File: config.mk
export PLATFORM = sky130hd
export DESIGN_NAME = io_button_debouncer
export DESIGN_NICKNAME = d
export VERILOG_FILES = /design/src/rtl/io_button_debouncer.sv
export SDC_FILE = /design/constraint.sdc
export NUM_CORES = 1
export LEC_CHECK = 0
export ABC_CLOCK_PERIOD_IN_PS = 2350
export CAP_MARGIN = 20
export CORE_MARGIN = 2
export CORE_UTILIZATION = 33
export DETAILED_ROUTE_END_ITERATION = 6
export PLACE_DENSITY_LB_ADDON = 0.3
export SLEW_MARGIN = 20
export SYNTH_ARGS = -nofsm -noshare
export SYNTH_HDL_FRONTEND = slang
export SYNTH_SLANG_ARGS = --single-unit
File: constraint.sdc
create_clock -name clk -period 2.35 [get_ports clk]
set_clock_uncertainty 0.15 [all_clocks]
set_input_delay 0.3525 -clock clk [delete_from_list [all_inputs] [get_ports clk]]
set_output_delay 0.3525 -clock clk [all_outputs]
set_load 0.05 [all_outputs]
File: src/rtl/io_button_debouncer.sv
// Push-button debouncer with a two-flop synchronizer, press strobe, switch capture and a press counter.
// Define IO_DEBOUNCE_BYPASS_EN to drop the stable-count wait states and react on the first synchronized edge.
module io_button_debouncer #(
  parameter int DEBOUNCE_CYCLES = 1000000,
  parameter int SW_WIDTH        = 8
) (
  input  logic                clk,
  input  logic                rst_n,
  input  logic                btn_raw,
  input  logic [SW_WIDTH-1:0] sw_raw,
  output logic                btn_pulse,
  output logic                btn_level,
  output logic [SW_WIDTH-1:0] sw_data,
  output logic [15:0]         press_count
);

  logic                btn_meta_q;
  logic                btn_sync_q;
  logic [SW_WIDTH-1:0] sw_meta_q;
  logic [SW_WIDTH-1:0] sw_sync_q;

  always_ff @(posedge clk or negedge rst_n) begin
    if (!rst_n) begin
      btn_meta_q <= 1'b0;
      btn_sync_q <= 1'b0;
      sw_meta_q  <= '0;
      sw_sync_q  <= '0;
    end else begin
      btn_meta_q <= btn_raw;
      btn_sync_q <= btn_meta_q;
      sw_meta_q  <= sw_raw;
      sw_sync_q  <= sw_meta_q;
    end
  end

  logic                btn_pulse_q, btn_pulse_d;
  logic                btn_level_q, btn_level_d;
  logic [SW_WIDTH-1:0] sw_data_q, sw_data_d;
  logic [15:0]         press_count_q, press_count_d;

`ifdef IO_DEBOUNCE_BYPASS_EN

  typedef enum logic [0:0] {
    IDLE    = 1'b0,
    PRESSED = 1'b1
  } state_t;

  state_t state_q, state_d;

  always_comb begin
    state_d       = state_q;
    btn_pulse_d   = 1'b0;
    sw_data_d     = sw_data_q;
    press_count_d = press_count_q;
    case (state_q)
      IDLE: begin
        if (btn_sync_q) begin
          state_d       = PRESSED;
          btn_pulse_d   = 1'b1;
          sw_data_d     = sw_sync_q;
          press_count_d = press_count_q + 16'd1;
        end
      end
      PRESSED: begin
        if (!btn_sync_q) begin
          state_d = IDLE;
        end
      end
      default: state_d = IDLE;
    endcase
    btn_level_d = (state_d == PRESSED);
  end

  always_ff @(posedge clk or negedge rst_n) begin
    if (!rst_n) begin
      state_q       <= IDLE;
      btn_pulse_q   <= 1'b0;
      btn_level_q   <= 1'b0;
      sw_data_q     <= '0;
      press_count_q <= '0;
    end else begin
      state_q       <= state_d;
      btn_pulse_q   <= btn_pulse_d;
      btn_level_q   <= btn_level_d;
      sw_data_q     <= sw_data_d;
      press_count_q <= press_count_d;
    end
  end

`else

  localparam int CNT_W = $clog2(DEBOUNCE_CYCLES);
  localparam logic [CNT_W-1:0] CNT_LAST = CNT_W'(DEBOUNCE_CYCLES - 1);

  typedef enum logic [1:0] {
    IDLE         = 2'd0,
    PRESS_WAIT   = 2'd1,
    PRESSED      = 2'd2,
    RELEASE_WAIT = 2'd3
  } state_t;

  state_t           state_q, state_d;
  logic [CNT_W-1:0] cnt_q, cnt_d;

  always_comb begin
    state_d       = state_q;
    cnt_d         = cnt_q;
    btn_pulse_d   = 1'b0;
    sw_data_d     = sw_data_q;
    press_count_d = press_count_q;
    case (state_q)
      IDLE: begin
        if (btn_sync_q) begin
          state_d = PRESS_WAIT;
          cnt_d   = '0;
        end
      end
      PRESS_WAIT: begin
        if (!btn_sync_q) begin
          state_d = IDLE;
        end else if (cnt_q == CNT_LAST) begin
          // Press confirmed: strobe, capture and count on the same edge.
          state_d       = PRESSED;
          btn_pulse_d   = 1'b1;
          sw_data_d     = sw_sync_q;
          press_count_d = press_count_q + 16'd1;
        end else begin
          cnt_d = cnt_q + 1'b1;
        end
      end
      PRESSED: begin
        if (!btn_sync_q) begin
          state_d = RELEASE_WAIT;
          cnt_d   = '0;
        end
      end
      RELEASE_WAIT: begin
        // A bounce back high resumes the held press without a new strobe.
        if (btn_sync_q) begin
          state_d = PRESSED;
        end else if (cnt_q == CNT_LAST) begin
          state_d = IDLE;
        end else begin
          cnt_d = cnt_q + 1'b1;
        end
      end
      default: state_d = IDLE;
    endcase
    btn_level_d = (state_d == PRESSED) || (state_d == RELEASE_WAIT);
  end

  always_ff @(posedge clk or negedge rst_n) begin
    if (!rst_n) begin
      state_q       <= IDLE;
      cnt_q         <= '0;
      btn_pulse_q   <= 1'b0;
      btn_level_q   <= 1'b0;
      sw_data_q     <= '0;
      press_count_q <= '0;
    end else begin
      state_q       <= state_d;
      cnt_q         <= cnt_d;
      btn_pulse_q   <= btn_pulse_d;
      btn_level_q   <= btn_level_d;
      sw_data_q     <= sw_data_d;
      press_count_q <= press_count_d;
    end
  end

`endif

  assign btn_pulse   = btn_pulse_q;
  assign btn_level   = btn_level_q;
  assign sw_data     = sw_data_q;
  assign press_count = press_count_q;

endmodule

==> flow_summary.json <==
{
  "status": "completed",
  "drv_slew": 0,
  "synthFlopType": "dfrtp_1",
  "grt.overflow.total": 0,
  "syn_nets": 242,
  "grt_pass1_wl_um": 9000,
  "seq_power_share": 0.549,
  "finalCriticalPeriod_ns": 2.13,
  "finalCritPeriodShare": 0.905,
  "wl_per_cell_um": 13.0,
  "maxCapViolations": 0,
  "grt_pass1_vias": 1850,
  "p_int_mw": 1.59,
  "synth_edf_count": 0,
  "slowest_stage": "clkdlybuf4s50_1",
  "nNetsFinal": 292,
  "drt_iter0_markers": 45,
  "power_switching_uw": 552,
  "hold_path.class": "flop to flop",
  "path_delay_family": "buffers and inverters",
  "power_mw": 2.14,
  "p_clk_frac": 0.416,
  "yosys_warnings": 0,
  "clock_path_buffers": 2,
  "path_clk_slew_ns": 0.08,
  "cts_buffers": 9,
  "p_per_area_nw_per_um2": 618,
  "syn_area_um2": 2740,
  "grt_max_degree": 67,
  "detail_route.wirelength_um": 5070,
  "synthCells": 229,
  "port_buffers": 36,
  "slew_headroom": 0.605,
  "die_height_um": 95.1,
  "syn2layout_area_growth_pct": 26.5,
  "critical_path_class": "flop to primary output",
  "gp_congestion": 0.816,
  "end_kind": "primary output",
  "postRouteAntennaNets": 0,
  "fin_cells": 389,
  "avgSynthCellArea_um2": 12.0,
  "setup_viol": 0,
  "drt_pass1_iterations": 4,
  "drc": 0,
  "rsz0062_at_grt": "false",
  "via_per_inst": 4.82,
  "cts_tree": "built",
  "synthSimpleGateAreaFrac": 0.203,
  "num_vias": 1876,
  "die_area_um2": 9040,
  "fp.coreArea_um2": 8130,
  "grtUsageTotal": 0.130,
  "pwr-share-comb": 0.035,
  "muxShareOfSynthArea": 0.0452,
  "post_cts_buffers": 0,
  "io_pins": 37,
  "synth_seq_cells": 66,
  "place_hpwl_um": 3410,
  "post_cts_resized": 0,
  "final_hold_viol_count": 0,
  "clk_latency_ns": 0.35,
  "synth-xor-area-share": 0.0928,
  "initial_core_util": 0.337,
  "antenna_found_initial": 0,
  "irDropWorstVdd_uv": 410,
  "switching_share": 0.258,
  "timing.setup.tns_ns": 0,
  "synth_cell_types": 37,
  "cp.required_ns": 1.85,
  "synth-compound-area-share": 0.0352,
  "drive_above_1_share": 0.141,
  "ys_async_sr_fraction": 1.00,
  "ys_seq_area_frac": 0.603,
  "power_leakage_nw": 1.51,
  "root_buffer": "clkbuf_8",
  "ctsHtreeMaxLevel": 3,
  "worstMarginPinSlew_ns": 0.589,
  "start_kind": "flop",
  "diodes": 0,
  "die_w_um": 95.1,
  "synth_top_family_by_area": "simple AND/OR/NAND/NOR gates",
  "worstPathCellList": "clkdlybuf4s50_1",
  "fmax_mhz": 470,
  "crit_fanout": 6,
  "cp_num_buf_inv": 1,
  "cts.sinks": 66,
  "rows": 33,
  "cpPeakStageDelay_ns": 0.83,
  "placed_cells": 372,
  "fill_cells": 758,
  "synthAdderAreaFrac": 0.00914,
  "cp_data_arrival_time_ns": 1.62
}
-- routing by layer --
metal  wire length, um  track usage  part of all wire
met4                73       0.0374             0.014
met3               286       0.0530             0.056
met1              2400        0.180              0.47
met2              2310        0.187              0.45
met5                 0            0                 0
-- power groups by stage --
| stage | sequential (mW) | clock, mW | combinational (mW) |
|---|---|---|---|
| after detailed placement | 1.20 | 0 | 0.0763 |
| final | 1.17 | 0.890 | 0.0749 |
| after global routing | 1.18 | 0.977 | 0.0864 |
| after global placement | 1.19 | 0 | 0.0756 |
| after floorplan | 1.19 | 0 | 0.0237 |
| after CTS | 1.17 | 0.922 | 0.0775 |
-- worst paths after layout --
| check | start | end | slack (ns) | cells past startpoint |
|---|---|---|---|---|
| worst max-delay path | press_count[7]$_DFFE_PN0P_ | press_count[7] | 0.22 | 1 |
| worst min-delay path | sw_meta_q[3]$_DFF_PN0_ | sw_sync_q[3]$_DFF_PN0_ | 0.20 | 0 |
| worst max register to register | state_q[0]$_DFF_PN0_ | cnt_q[13]$_DFFE_PN0P_ | 0.26 | 5 |
| worst min register to register | sw_meta_q[3]$_DFF_PN0_ | sw_sync_q[3]$_DFF_PN0_ | 0.20 | 0 |
| max in group asynchronous | rst_n | cnt_q[2]$_DFFE_PN0P_ | 1.38 | 3 |
| min in group asynchronous | rst_n | cnt_q[9]$_DFFE_PN0P_ | 0.39 | 3 |
-- cell families (layout without fill, tap and decap cells) --
group	count (synthesis)	after routing
and+or+nand+nor	98	98
DFF	66	66
xor gates and xnor gates	29	29
AOI/OAI and AO/OA	16	16
muxes	11	11
buffers and inverters	7	62
adders and majority gates	2	2
-- Yosys cell counts, types with 4 or more instances --
| cell type | number | area share |
|---|---|---|
| and3_1 | 8 | 0.018 |
| dfrtp_1 | 66 | 0.60 |
| o21ai_0 | 8 | 0.015 |
| nand2_1 | 20 | 0.027 |
| xor2_1 | 11 | 0.035 |
| mux2_2 | 11 | 0.045 |
| nand3_1 | 17 | 0.031 |
| nor2_1 | 17 | 0.023 |
| o211ai_1 | 4 | 0.011 |
| nor4_1 | 4 | 0.0091 |
| nand4_1 | 8 | 0.018 |
| xnor2_1 | 18 | 0.058 |
-- state kept, by name, summed over array words and instances, names as in the netlist --
| signal | count |
|---|---|
| btn_level | 1 |
| btn_meta_q | 1 |
| btn_pulse | 1 |
| btn_sync_q | 1 |
| cnt_q | 20 |
| press_count | 16 |
| state_q | 2 |
| sw_data | 8 |
| sw_meta_q | 8 |
| sw_sync_q | 8 |
-- cells in the final DEF (no fill, tap or decap), drive strengths merged, types with 2 or more instances in the layout --
| master | count |
|---|---|
| and2 | 2 |
| nor3 | 4 |
| ha | 2 |
| nand3 | 17 |
| buf | 8 |
| nor4b | 2 |
| inv | 5 |
| and4 | 2 |
| nand2b | 3 |
| nor2 | 17 |
| or4 | 2 |
| clkbuf | 9 |
| nand2 | 20 |
| dfrtp | 66 |
| xor2 | 11 |
| clkinvlp | 2 |
| xnor2 | 18 |
| clkdlybuf4s50 | 35 |
| o21ai | 9 |
| nor4 | 6 |
| clkinv | 2 |
| and3 | 8 |
| o211ai | 4 |
| mux2 | 11 |
| nand4 | 9 |
-- per-stage QoR --
| step | hold slack [ns] | area, um2 | utilization | setup WS, ns |
|---|---|---|---|---|
| floorplan | -0.0931 | 2740 | - | 0.401 |
| finish | 0.201 | 3460 | 0.426 | 0.224 |
| global placement | 0.183 | 3270 | 0.402 | 0.300 |
| global route | 0.211 | 3460 | 0.426 | 0.0411 |
| CTS | 0.204 | 3460 | 0.426 | 0.203 |
| detailed placement | 0.185 | 3270 | 0.402 | 0.220 |
-- cell type report --
cell class	instances	area, um2	share of cell area
inverters	2	7.51	0.00217
well taps	105	131	0.0379
flip-flops and latches	66	1650	0.477
repair buffers	44	430	0.124
clock inverters	7	61.3	0.0177
multi-input cells	156	1060	0.305
clock buffers	9	124	0.0358
-- what timing repair did --
action,in CTS,in global routing
setup endpoints to repair,0,3
hold buffers,1,0
hold endpoints to repair,66,0
(Power assumes the default switching activity.)
